### src/rtl/led_ctrl_pkg.sv
// Shared types and constants for the LED pattern controller: display modes,
// button bit positions and per-mode position wrap masks.
package led_ctrl_pkg;

  typedef enum logic [1:0] {
    MODE_OFF     = 2'd0,
    MODE_SWEEP   = 2'd1,
    MODE_COUNT   = 2'd2,
    MODE_BREATHE = 2'd3
  } mode_e;

  localparam int BTN_NEXT    = 1;
  localparam int BTN_PREV    = 2;
  localparam int BTN_UP      = 3;
  localparam int BTN_DN      = 4;
  localparam int BTN_PAUSE   = 5;
  localparam int BTN_RESTART = 6;

  function automatic mode_e mode_step(mode_e m, logic fwd);
    logic [1:0] cur;
    cur = m;
    return fwd ? mode_e'(cur + 2'd1) : mode_e'(cur - 2'd1);
  endfunction

  // Each mode only walks the low bits of the shared 9-bit position.
  function automatic logic [8:0] pos_mask(mode_e m);
    case (m)
      MODE_SWEEP: return 9'h00F;
      MODE_COUNT: return 9'h0FF;
      default:    return 9'h1FF;
    endcase
  endfunction

endpackage

### src/rtl/btn_debounce.sv
// One-bit button conditioner: 2-FF synchroniser, stability counter, and a
// registered one-cycle pulse on each debounced rising edge.
module btn_debounce #(
  parameter int DEBOUNCE_W = 16
) (
  input  logic clk,
  input  logic rst_n,
  input  logic din,
  output logic stable,
  output logic press
);

  logic                  sync1;
  logic                  sync2;
  logic                  stable_d;
  logic [DEBOUNCE_W-1:0] cnt;
  logic [DEBOUNCE_W-1:0] cnt_inc;

  assign cnt_inc = cnt + DEBOUNCE_W'(1);

  always_ff @(posedge clk or negedge rst_n) begin
    if (!rst_n) begin
      sync1    <= 1'b0;
      sync2    <= 1'b0;
      stable   <= 1'b0;
      stable_d <= 1'b0;
      press    <= 1'b0;
      cnt      <= '0;
    end else begin
      sync1    <= din;
      sync2    <= sync1;
      stable_d <= stable;
      press    <= stable & ~stable_d;
      // Accept the new level once it has disagreed for 2^DEBOUNCE_W-1 samples.
      if (sync2 == stable) begin
        cnt <= '0;
      end else if (&cnt_inc) begin
        stable <= sync2;
        cnt    <= '0;
      end else begin
        cnt <= cnt_inc;
      end
    end
  end

endmodule

### src/rtl/led_pattern_ctrl.sv
// Push-button driven LED sequencer: OFF / SWEEP / COUNT / BREATHE modes with
// adjustable step rate, pause and restart. The mode register is the FSM state.
module led_pattern_ctrl
  import led_ctrl_pkg::*;
#(
  parameter int DEBOUNCE_W = 16,
  parameter int TICK_LSB   = 20,
  parameter int PWM_W      = 8,
  parameter int SPEED_RST  = 3
) (
  input  logic       clk,
  input  logic       rst_n,
  input  logic [6:0] btn,
  output logic [7:0] led,
  output logic [1:0] mode,
  output logic       paused
);

  logic [6:0] stable;
  logic [6:0] press;

  for (genvar i = 0; i < 7; i++) begin : g_btn
    btn_debounce #(.DEBOUNCE_W(DEBOUNCE_W)) u_db (
      .clk    (clk),
      .rst_n  (rst_n),
      .din    (btn[i]),
      .stable (stable[i]),
      .press  (press[i])
    );
  end

  logic unused_btn;
  assign unused_btn = ^{stable, press[0]};

  mode_e               mode_q, mode_n;
  logic [2:0]          speed_q, speed_n;
  logic                paused_q, paused_n;
  logic [8:0]          pos_q, pos_n;
  logic [TICK_LSB-1:0] presc_q, presc_n;
  logic [TICK_LSB-1:0] tick_max;
  logic [PWM_W-1:0]    pwm_q;
  logic                tick;
  logic [2:0]          sweep_idx;
  logic [7:0]          level;
  logic [7:0]          led_n;

  assign mode   = mode_q;
  assign paused = paused_q;

  // At most one event acts per cycle: restart > mode > speed > pause.
  always_comb begin
    mode_n   = mode_q;
    speed_n  = speed_q;
    paused_n = paused_q;
    pos_n    = pos_q;
    presc_n  = presc_q;
    tick     = 1'b0;
    tick_max = {TICK_LSB{1'b1}} >> speed_q;
    if (press[BTN_RESTART]) begin
      pos_n    = '0;
      presc_n  = '0;
      speed_n  = 3'(SPEED_RST);
      paused_n = 1'b0;
    end else if (press[BTN_NEXT] ^ press[BTN_PREV]) begin
      mode_n  = mode_step(mode_q, press[BTN_NEXT]);
      pos_n   = '0;
      presc_n = '0;
    end else if (press[BTN_UP] ^ press[BTN_DN]) begin
      if (press[BTN_UP] && speed_q != 3'd7) begin
        speed_n = speed_q + 3'd1;
        presc_n = '0;
      end else if (press[BTN_DN] && speed_q != 3'd0) begin
        speed_n = speed_q - 3'd1;
        presc_n = '0;
      end
    end else if (press[BTN_PAUSE]) begin
      paused_n = ~paused_q;
    end else if (!paused_q) begin
      if (presc_q == tick_max) begin
        presc_n = '0;
        tick    = 1'b1;
      end else begin
        presc_n = presc_q + TICK_LSB'(1);
      end
    end
    if (tick) begin
      pos_n = (pos_q + 9'd1) & pos_mask(mode_q);
    end
  end

  always_comb begin
    sweep_idx = pos_q[3] ? ~pos_q[2:0] : pos_q[2:0];
    level     = pos_q[8] ? ~pos_q[7:0] : pos_q[7:0];
    led_n     = 8'h00;
    case (mode_q)
      MODE_SWEEP:   led_n = 8'd1 << sweep_idx;
      MODE_COUNT:   led_n = pos_q[7:0];
      MODE_BREATHE: led_n = {8{pwm_q < PWM_W'(level)}};
      default:      led_n = 8'h00;
    endcase
  end

  always_ff @(posedge clk or negedge rst_n) begin
    if (!rst_n) begin
      mode_q   <= MODE_SWEEP;
      speed_q  <= 3'(SPEED_RST);
      paused_q <= 1'b0;
      pos_q    <= '0;
      presc_q  <= '0;
      pwm_q    <= '0;
      led      <= 8'h00;
    end else begin
      mode_q   <= mode_n;
      speed_q  <= speed_n;
      paused_q <= paused_n;
      pos_q    <= pos_n;
      presc_q  <= presc_n;
      pwm_q    <= pwm_q + PWM_W'(1);
      led      <= led_n;
    end
  end

endmodule

### config.mk
export PLATFORM = sky130hd
export DESIGN_NAME = led_pattern_ctrl
export DESIGN_NICKNAME = d
export VERILOG_FILES = /design/src/rtl/led_ctrl_pkg.sv /design/src/rtl/btn_debounce.sv /design/src/rtl/led_pattern_ctrl.sv
export SDC_FILE = /design/constraint.sdc
export NUM_CORES = 1
export LEC_CHECK = 0
export BUFFER_PORTS_ARGS = -buffer_cell sky130_fd_sc_hd__buf_2
export CORE_MARGIN = 2
export CORE_UTILIZATION = 60
export CTS_CLUSTER_SIZE = 24
export DETAILED_ROUTE_END_ITERATION = 6
export GPL_TIMING_DRIVEN = 0
export PLACE_DENSITY = 0.77
export SYNTH_ARGS = -nofsm -noshare
export SYNTH_HDL_FRONTEND = slang
export SYNTH_SLANG_ARGS = --single-unit
### constraint.sdc
create_clock -name clk -period 3 [get_ports clk]
set_clock_uncertainty 0.2 [all_clocks]
set_input_delay 0.6 -clock clk [delete_from_list [all_inputs] [get_ports clk]]
set_output_delay 0.6 -clock clk [all_outputs]
set_load 0.05 [all_outputs]
After elaboration in Yosys (flattened, before gate mapping)
Index checks and enable logic that the tools add are counted.
W data, S select, Z words.
{ "totals": {"register_bits": 177, "input_bits": 9, "output_inout_bits": 11} }
{ "op_classes": {"n_addsub": 13, "magnitude_cmp": 1, "eq_ne": 16, "shifts": 2, "muxes": 44, "bitwise_logic": 25, "reduce_logical": 23} }
{ "op_table": {"columns": ["op", "count"], "rows": [
  ["$mux W16", 12],
  ["$mux W20", 8],
  ["$reduce_and A17 Y1", 6],
  ["$add A16 B1 Y16 const B", 6],
  ["$reduce_and A16 Y1", 6],
  ["$mux W9", 4],
  ["$pmux W8 S3", 1],
  ["$add A20 B1 Y20 const B", 1],
  ["$eq A20 B20 Y1", 1],
  ["$shr A20 B3 Y20 const A", 1],
  ["$mux W3", 6],
  ["$pmux W9 S2", 1],
  ["$not A1 Y1", 14],
  ["$mux W1", 10],
  ["$add A9 B1 Y9 const B", 1],
  ["$and A9 B9 Y9", 1],
  ["$reduce_and A3 Y1", 3],
  ["$reduce_bool A3 Y1", 3],
  ["$add A8 B1 Y8 const B", 1],
  ["$lt A8 B8 Y1", 1],
  ["$mux W8", 1],
  ["$not A8 Y8", 1],
  ["$shl A1 B3 Y8 const A", 1],
  ["$and A1 B1 Y1", 6],
  ["other kinds (18)", 28]
]} }

Depth between registers and ports, before layout
Gate-level depths: netlist (run 1).
{ "depth": {"word_depth": 11, "ltp_mapped": 10, "depth_no_buf": 7} }

Modules after synthesis
A second synthesis (run 1) with hierarchy kept.
{ "hier_totals": {"hier_cells": 1044, "hier_area_um2": 10037.1} }
{ "by_module_without_submodules": {"columns": ["module", "n_inst", "cells_each", "area_per_inst_um2"], "rows": [
  ["btn_debounce", 6, 114, 1134.8],
  ["led_pattern_ctrl", 1, 360, 3228.1]
]} }

Worst setup path after synthesis (run 1)
No wires, ideal clock.
{ "synth_timing": {"path_kind": "reg2reg", "startpoint": "reg g_btn[4].u_db.cnt[0]", "endpoint": "reg g_btn[4].u_db.stable", "arrival_ps": 2314, "path_slack_ps": 362, "stages_incl_launch_ff": 8, "cell_sequence": "dfrtp_1 > ha_1 > clkbuf_1 > nor3b_1 > o211ai_1 > or4_4 > nor4_1 > mux2_2"} }
{ "synth_via": {"elab_chain_len": 2} }
{ "synth_lines": {"columns": ["element", "line", "text"], "rows": [
  ["start, declared", "btn_debounce.sv:16", "logic [DEBOUNCE_W-1:0] cnt;"],
  ["start signal, assigned", "btn_debounce.sv:41", "cnt <= cnt_inc;"],
  ["$add A16 B1 Y16", "btn_debounce.sv:19", "assign cnt_inc = cnt + DEBOUNCE_W'(1);"],
  ["$reduce_and A17 Y1 (no source line)", null, null],
  ["end signal, assigned", "btn_debounce.sv:38", "stable <= sync2;"],
  ["end, declared", "btn_debounce.sv:9", "output logic stable,"]
]} }
Every way passes these cells.
A chain may end at the register's enable or synchronous reset.

Worst setup path after layout (run 1)
{ "layout_timing": {"startpoint": "reg g_btn[1].u_db.cnt[0]", "endpoint": "reg g_btn[1].u_db.cnt[14]"} }
{ "layout_via": {"elab_chain_len": 4} }
{ "layout_lines": {"columns": ["element", "line", "text"], "rows": [
  ["start, declared", "btn_debounce.sv:16", null],
  ["start signal, assigned", "btn_debounce.sv:41", null],
  ["$add A16 B1 Y16 (*)", "btn_debounce.sv:19", null],
  ["$reduce_and A16 Y1", "btn_debounce.sv:37", "end else if (&cnt_inc) begin"],
  ["$mux W16 (*)", "btn_debounce.sv:37", null],
  ["$mux W16 (*)", "btn_debounce.sv:35", "if (sync2 == stable) begin"]
]} }
Mark *: on every way between the ends. The rest lies on a longest branch, timed or not.

==> results of run 1 <==
final cells by class:
| cell class | instances | area (um2) | area share [%] |
|---|---|---|---|
| multi-input combinational | 766 | 5000 | 46.7 |
| sequential | 177 | 4430 | 41.4 |
| clock buffer | 20 | 437 | 4.07 |
| tap | 216 | 270 | 2.52 |
| buffer | 39 | 185 | 1.73 |
| timing repair buffer | 22 | 153 | 1.42 |
| clock inverter | 12 | 146 | 1.37 |
| inverter | 23 | 86.3 | 0.806 |
routing by layer:
metal / part of all wire [%] / track usage, % / up-vias
li1: - / - / 3654
met1: 49 / 31.6 / 3480
met2: 47 / 36.9 / 138
met3: 3.2 / 5.24 / 16
met4: 0.90 / 7.01 / 0
met5: 0 / 0 / -
state kept, by name, summed over array words and instances, names as in the netlist:
register,cells
g_btn.u_db.cnt,96
g_btn.u_db.stable,6
g_btn.u_db.stable_d,6
paused,1
g_btn.u_db.sync1,6
led,8
pos_q,9
g_btn.u_db.press,6
presc_q,20
mode,2
pwm_q,8
g_btn.u_db.sync2,6
speed_q,3
worst paths after layout:
check	depth (start not counted)	slack, ns	endpoint	from
hold / removal	1	0.08	g_btn[2].u_db.sync1$_DFF_PN0_	btn[2]
setup reg to reg	8	0.18	g_btn[1].u_db.cnt[14]$_DFF_PN0_	g_btn[1].u_db.cnt[0]$_DFF_PN0_
hold reg to reg	0	0.14	g_btn[5].u_db.sync2$_DFF_PN0_	g_btn[5].u_db.sync1$_DFF_PN0_
min in group asynchronous	2	0.47	g_btn[6].u_db.cnt[6]$_DFF_PN0_	rst_n
max in group asynchronous	3	1.15	g_btn[5].u_db.cnt[0]$_DFF_PN0_	rst_n
setup / recovery	8	0.18	g_btn[1].u_db.cnt[14]$_DFF_PN0_	g_btn[1].u_db.cnt[0]$_DFF_PN0_
power by group through the flow:
stage | logic (W) | clock network [W] | registers (W)
floorplan | 0.0000991 | 0 | 0.00248
global placement | 0.000174 | 0 | 0.00249
detailed placement | 0.000184 | 0 | 0.00249
CTS | 0.000186 | 0.00227 | 0.00245
global route | 0.000214 | 0.00237 | 0.00245
finish | 0.000183 | 0.00220 | 0.00245
what timing repair did:
item / 4_1_cts / 5_1_grt
setup buffers: 0 / 2
hold buffers: 1 / 0
pin swaps: 0 / 2
resized for setup: 0 / 6
hold endpoints to repair: 53 / 0
endpoints found under the setup margin: 10 / 59
cells in the final DEF, fill, tap and decap left out, types with 19 or more instances in the layout:
cell type    n
dfrtp_1    173
nor2_1     123
nand2_1     77
xnor2_1     62
nand3_1     61
xor2_1      52
nor3_1      45
a21oi_1     32
buf_2       26
ha_1        26
clkbuf_1    25
o21ai_0     24
inv_1       23
nand4_1     19
critical path: cells and delay by family (launching register included):
kind            cells  cell delay [ns]
compound gates      2             0.69
xor+xnor            1             0.21
fa+ha+maj           1             0.27
buf+inv             1             0.25
flops               1             0.46
simple gates        3             0.62
logic make-up (layout without fill, tap and decap cells):
group,Yosys count,count (layout),share of synthesized area [%]
compound gates,143,143,10.5
mux,11,11,1.23
fa+ha+maj,28,28,3.69
simple gates,469,469,25.4
xor+xnor,115,115,10.5
flops,177,177,45.8
buf+inv,64,116,2.88
metrics by stage:
stage	utilization (%)	cell area [um2]	cells	hold slack [ns]	worst slack (ns)
3_3_place_gp	63.5	10000	1241	0.132	-1.67
4_1_cts	67.4	10700	1274	0.0606	0.00486
6_report	67.7	10700	1275	0.0809	0.176
2_1_floorplan	-	9690	1007	0.104	0.362
5_1_grt	67.7	10700	1275	0.0525	0.00446
3_5_place_dp	63.7	10100	1242	0.137	-0.0197
==> flow_metrics.env, run 1 <==
export IMPL_path_class="flop to flop"
export IMPL_diodes=0
export IMPL_place_congestion=0.815
export IMPL_netSwitchingPower_w=0.00111
export IMPL_synth_top_area_share_pct=44.9
export IMPL_startpoint_type="flop"
export IMPL_syn_inst=1007
export IMPL_drtAntennaViolNets=0
export IMPL_core_area_um2=15800
export IMPL_grtUsageTotal_pct=23.0
export IMPL_fmax_mhz=354
export IMPL_routed_wl_mm=18.2
export IMPL_slowest_delay_ns=0.46
export IMPL_yosysMostFrequentCell="dfrtp_1"
export IMPL_syn_area_per_cell_um2=9.62
export IMPL_drc=0
export IMPL_path_cells="ha_1 > xor2_1 > nand4_1 > or3_1 > a2111oi_4 > a31o_2 > buf_2 > nor2_1"
export IMPL_ys_ff_latch=177
export IMPL_tns_ns=0
export IMPL_slowest_stage="dfrtp_1"
export IMPL_hold_class="input port to flop"
export IMPL_grt_pass1_wl_mm=31.8
export IMPL_chipHeight_um=131
export IMPL_clockRootBuffer="clkbuf_16"
export IMPL_dr_pass1_iters=5
export IMPL_initial_core_util_pct=61.2
export IMPL_synthesis_area_um2=9690
export IMPL_die_area_um2=17200
export IMPL_num_vias=7288
export IMPL_io_buffers=18
export IMPL_post_route_period_util_pct=94.1
export IMPL_cts_sinks=177
export IMPL_ctsLongestPathBuffers=2
export IMPL_grt_max_degree=125
export IMPL_p_sw_share_pct=23.0
export IMPL_power_share_combinational_pct=3.8
export IMPL_p_int_w=0.00372
export IMPL_drive_above_1_share_pct=9.63
export IMPL_ys_flop_type="dfrtp_1"
export IMPL_worstPathArrival_ns=2.93
export IMPL_syn_nets=1044
export IMPL_critPathMaxFanout=10
export IMPL_nets=1083
export IMPL_dpl_hpwl_mm=12.4
export IMPL_max_slew_margin_rel_pct=50.6
export IMPL_antenna_found_initial=0
export IMPL_setup_violations_final=0
export IMPL_seq_power_share_pct=50.7
export IMPL_p_leak_nw=4.58
export IMPL_cp_required_ns=3.10
export IMPL_clk_pin_slew_ns=0.07
export IMPL_status="finished, final reports clean"
export IMPL_ir_drop_mv=0.427
export IMPL_die_w_um=131
export IMPL_report_final_hold_viol_count=0
export IMPL_yosysSeqAreaShare_pct=45.8
export IMPL_grt_pass1_vias=6932
export IMPL_tightest_slew_ns=0.731
export IMPL_via_per_inst=5.72
export IMPL_syn_to_final_growth_pct=10.6
export IMPL_io_pins=20
export IMPL_rsz0062_at_grt="no"
export IMPL_drtIter0Drc=417
export IMPL_synth_commonest_cells="dfrtp_1 (174), nor2_1 (123), nand2_1 (77)"
export IMPL_yosys_warnings=0
export IMPL_fillers=1260
export IMPL_synth_enable_flop_cells=0
export IMPL_finalMaxSlewViolations=0
export IMPL_synth_cell_type_count=74
export IMPL_cts_made_buffers=17
export IMPL_rows=46
export IMPL_pwr_density_cell_nw_per_um2=451
export IMPL_finalPower_w=0.00483
export IMPL_pwr_share_clk_pct=45.5
export IMPL_clk_latency_ns=0.42
export IMPL_netlist_top_cells_area="dfrtp_1 (45%), xnor2_1 (5.6%), nor2_1 (4.8%)"
export IMPL_endpoint_kind="flop"
export IMPL_cts_htree_levels=4
export IMPL_grt_overflow=0
export IMPL_yosys_area_top_type="dfrtp_1"
export IMPL_ys_async_sr_fraction_pct=100
export IMPL_post_route_min_period_ns=2.82
export IMPL_post_drt_wl_per_cell_um=14.3
export IMPL_max_cap_violations=0
export IMPL_cts_tree="yes"
No activity file was read; power rests on OpenSTA's default activity.
==> run 2, diff against run 1 <==
Settings changed: RECOVER_POWER set to 100.
==> flow_metrics.env, run 2 (same netlist as run 1, synthesis figures left out) <==
export IMPL_final_cell_mix="dfrtp_1 (173), nor2_1 (123), nand2_1 (77)"
export IMPL_fillers=1275
export IMPL_post_route_min_period_ns=2.82
export IMPL_reg2reg_from="g_btn[1].u_db.cnt[0]$_DFF_PN0_"
export IMPL_clk_latency_ns=0.42
export IMPL_diodes=0
export IMPL_top_register="g_btn.u_db.cnt"
export IMPL_finalPower_w=0.00483
export IMPL_top_regs="g_btn.u_db.cnt: 96 flops, presc_q: 20 flops, pos_q: 9 flops"
export IMPL_worstHoldPathCells=1
export IMPL_min_delay_start="btn[5]"
export IMPL_place_congestion=0.815
export IMPL_syn_to_final_growth_pct=10.2
export IMPL_io_pins=20
export IMPL_rsz0062_at_grt="no"
export IMPL_finalMaxSlewViolations=0
export IMPL_dp_cells=1242
export IMPL_cts_tree="yes"
export IMPL_ir_drop_mv=0.427
export IMPL_rows=46
export IMPL_cp_required_ns=3.10
export IMPL_die_w_um=131
export IMPL_tns_ns=0
export IMPL_endpoint_kind="flop"
export IMPL_hold_end="g_btn[5].u_db.sync1$_DFF_PN0_"
export IMPL_grt_max_degree=125
export IMPL_antenna_found_initial=0
export IMPL_dr_pass1_iters=5
export IMPL_path_class="flop to flop"
export IMPL_report_final_hold_viol_count=0
export IMPL_via_per_inst=5.72
export IMPL_r2r_end="g_btn[1].u_db.cnt[14]$_DFF_PN0_"
export IMPL_cts_made_buffers=17
export IMPL_p_leak_nw=4.52
export IMPL_io_buffers=18
export IMPL_grt_overflow=0
export IMPL_final_common_cell="dfrtp_1"
export IMPL_hold_class="input port to flop"
export IMPL_initial_core_util_pct=61.2
export IMPL_ctsLongestPathBuffers=2
export IMPL_r2r_cells=8
export IMPL_cts_htree_levels=4
export IMPL_drtAntennaViolNets=0
export IMPL_worstPathArrival_ns=2.92
export IMPL_dpl_instance_area_um2=10100
export IMPL_setup_violations_final=0
export IMPL_startpoint_type="flop"
export IMPL_status="finished, final reports clean"
export IMPL_grt_pass1_vias=6932
export IMPL_drtIter0Drc=405
export IMPL_startpoint="g_btn[1].u_db.cnt[0]$_DFF_PN0_"
export IMPL_routed_wl_mm=18.3
export IMPL_num_vias=7294
export IMPL_design_area_um2=10700
export IMPL_nets=1083
export IMPL_drc=0
export IMPL_max_slew_margin_rel_pct=12.7
export IMPL_fmax_mhz=354
export IMPL_critPathMaxFanout=10
export IMPL_reg2reg_slack_ns=0.18
export IMPL_layoutNonFillerInstCount=1275
export IMPL_largest_reg_flops=96
export IMPL_chipHeight_um=131
export IMPL_die_area_um2=17200
export IMPL_post_route_period_util_pct=94.1
export IMPL_core_area_um2=15800
export IMPL_drive_above_1_share_pct=8.22
export IMPL_pwr_density_cell_nw_per_um2=452
export IMPL_tightest_slew_ns=1.31
export IMPL_clockRootBuffer="clkbuf_16"
export IMPL_dpl_hpwl_mm=12.4
export IMPL_clk_pin_slew_ns=0.07
export IMPL_cts_sinks=177
export IMPL_post_drt_wl_per_cell_um=14.3
export IMPL_grtUsageTotal_pct=23.0
export IMPL_max_cap_violations=0
export IMPL_grt_pass1_wl_mm=31.8
## run 2: metal layers
| layer | vias to the layer above | routed length (um) | GRT usage, % |
|---|---|---|---|
| met3 | 17 | 609 | 5.24 |
| met4 | 0 | 176 | 7.01 |
| li1 | 3654 | - | - |
| met5 | - | 0 | 0 |
| met1 | 3480 | 8900 | 31.6 |
| met2 | 143 | 8570 | 36.9 |
## run 2: per-stage QoR
| stage | worst slack, ns | hold slack [ns] | utilization [%] |
|---|---|---|---|
| floorplan | 0.362 | 0.104 | - |
| global placement | -1.67 | 0.132 | 63.5 |
| detailed placement | -0.0197 | 0.137 | 63.7 |
| CTS | 0.00486 | 0.0606 | 67.4 |
| global route | 0.00446 | 0.0525 | 67.4 |
| finish | 0.176 | 0.0815 | 67.4 |
## run 2: what timing repair did
action                                  CTS  global route
hold buffers                              1             0
endpoints found under the hold margin    53             0
pin swaps                                 0             2
resized for setup                         0             6
setup buffers                             0             2
endpoints found under the setup margin   10            59
## run 2: worst max path at each step
stage	end	slack, ns
after floorplan	g_btn[4].u_db.stable$_DFFE_PN0P_	0.36
after global placement	g_btn[5].u_db.cnt[11]$_DFF_PN0_	-1.67
after detailed placement	g_btn[4].u_db.cnt[12]$_DFF_PN0_	-0.02
after CTS	g_btn[6].u_db.cnt[13]$_DFF_PN0_	0.005
after global routing	g_btn[6].u_db.stable$_DFFE_PN0P_	0.004
final	g_btn[1].u_db.cnt[14]$_DFF_PN0_	0.18
## run 2: final cells by class
class                      count  area (um2)  area share, %
multi-input combinational    766        5000           46.9
sequential                   177        4430           41.5
clock buffer                  20         437           4.09
tap                          216         270           2.53
buffer                        39         181           1.70
clock inverter                12         146           1.37
timing repair buffer          22         114           1.07
inverter                      23        86.3          0.809
## run 2: power by group
| part | switching (W) | leakage, nW | total (W) | internal [W] |
|---|---|---|---|---|
| registers | 0.0000341 | 2.39 | 0.00245 | 0.00241 |
| logic | 0.000125 | 1.85 | 0.000179 | 0.0000532 |
| clock network | 0.000952 | 0.281 | 0.00220 | 0.00125 |
## run 2: critical path, cell delays in order (launching register included)
cell       delay [ns]
dfrtp_1          0.46
ha_1             0.27
xor2_1           0.21
nand4_1          0.14
or3_1            0.41
a2111oi_4        0.41
a31o_2           0.28
buf_2            0.25
nor2_1           0.07
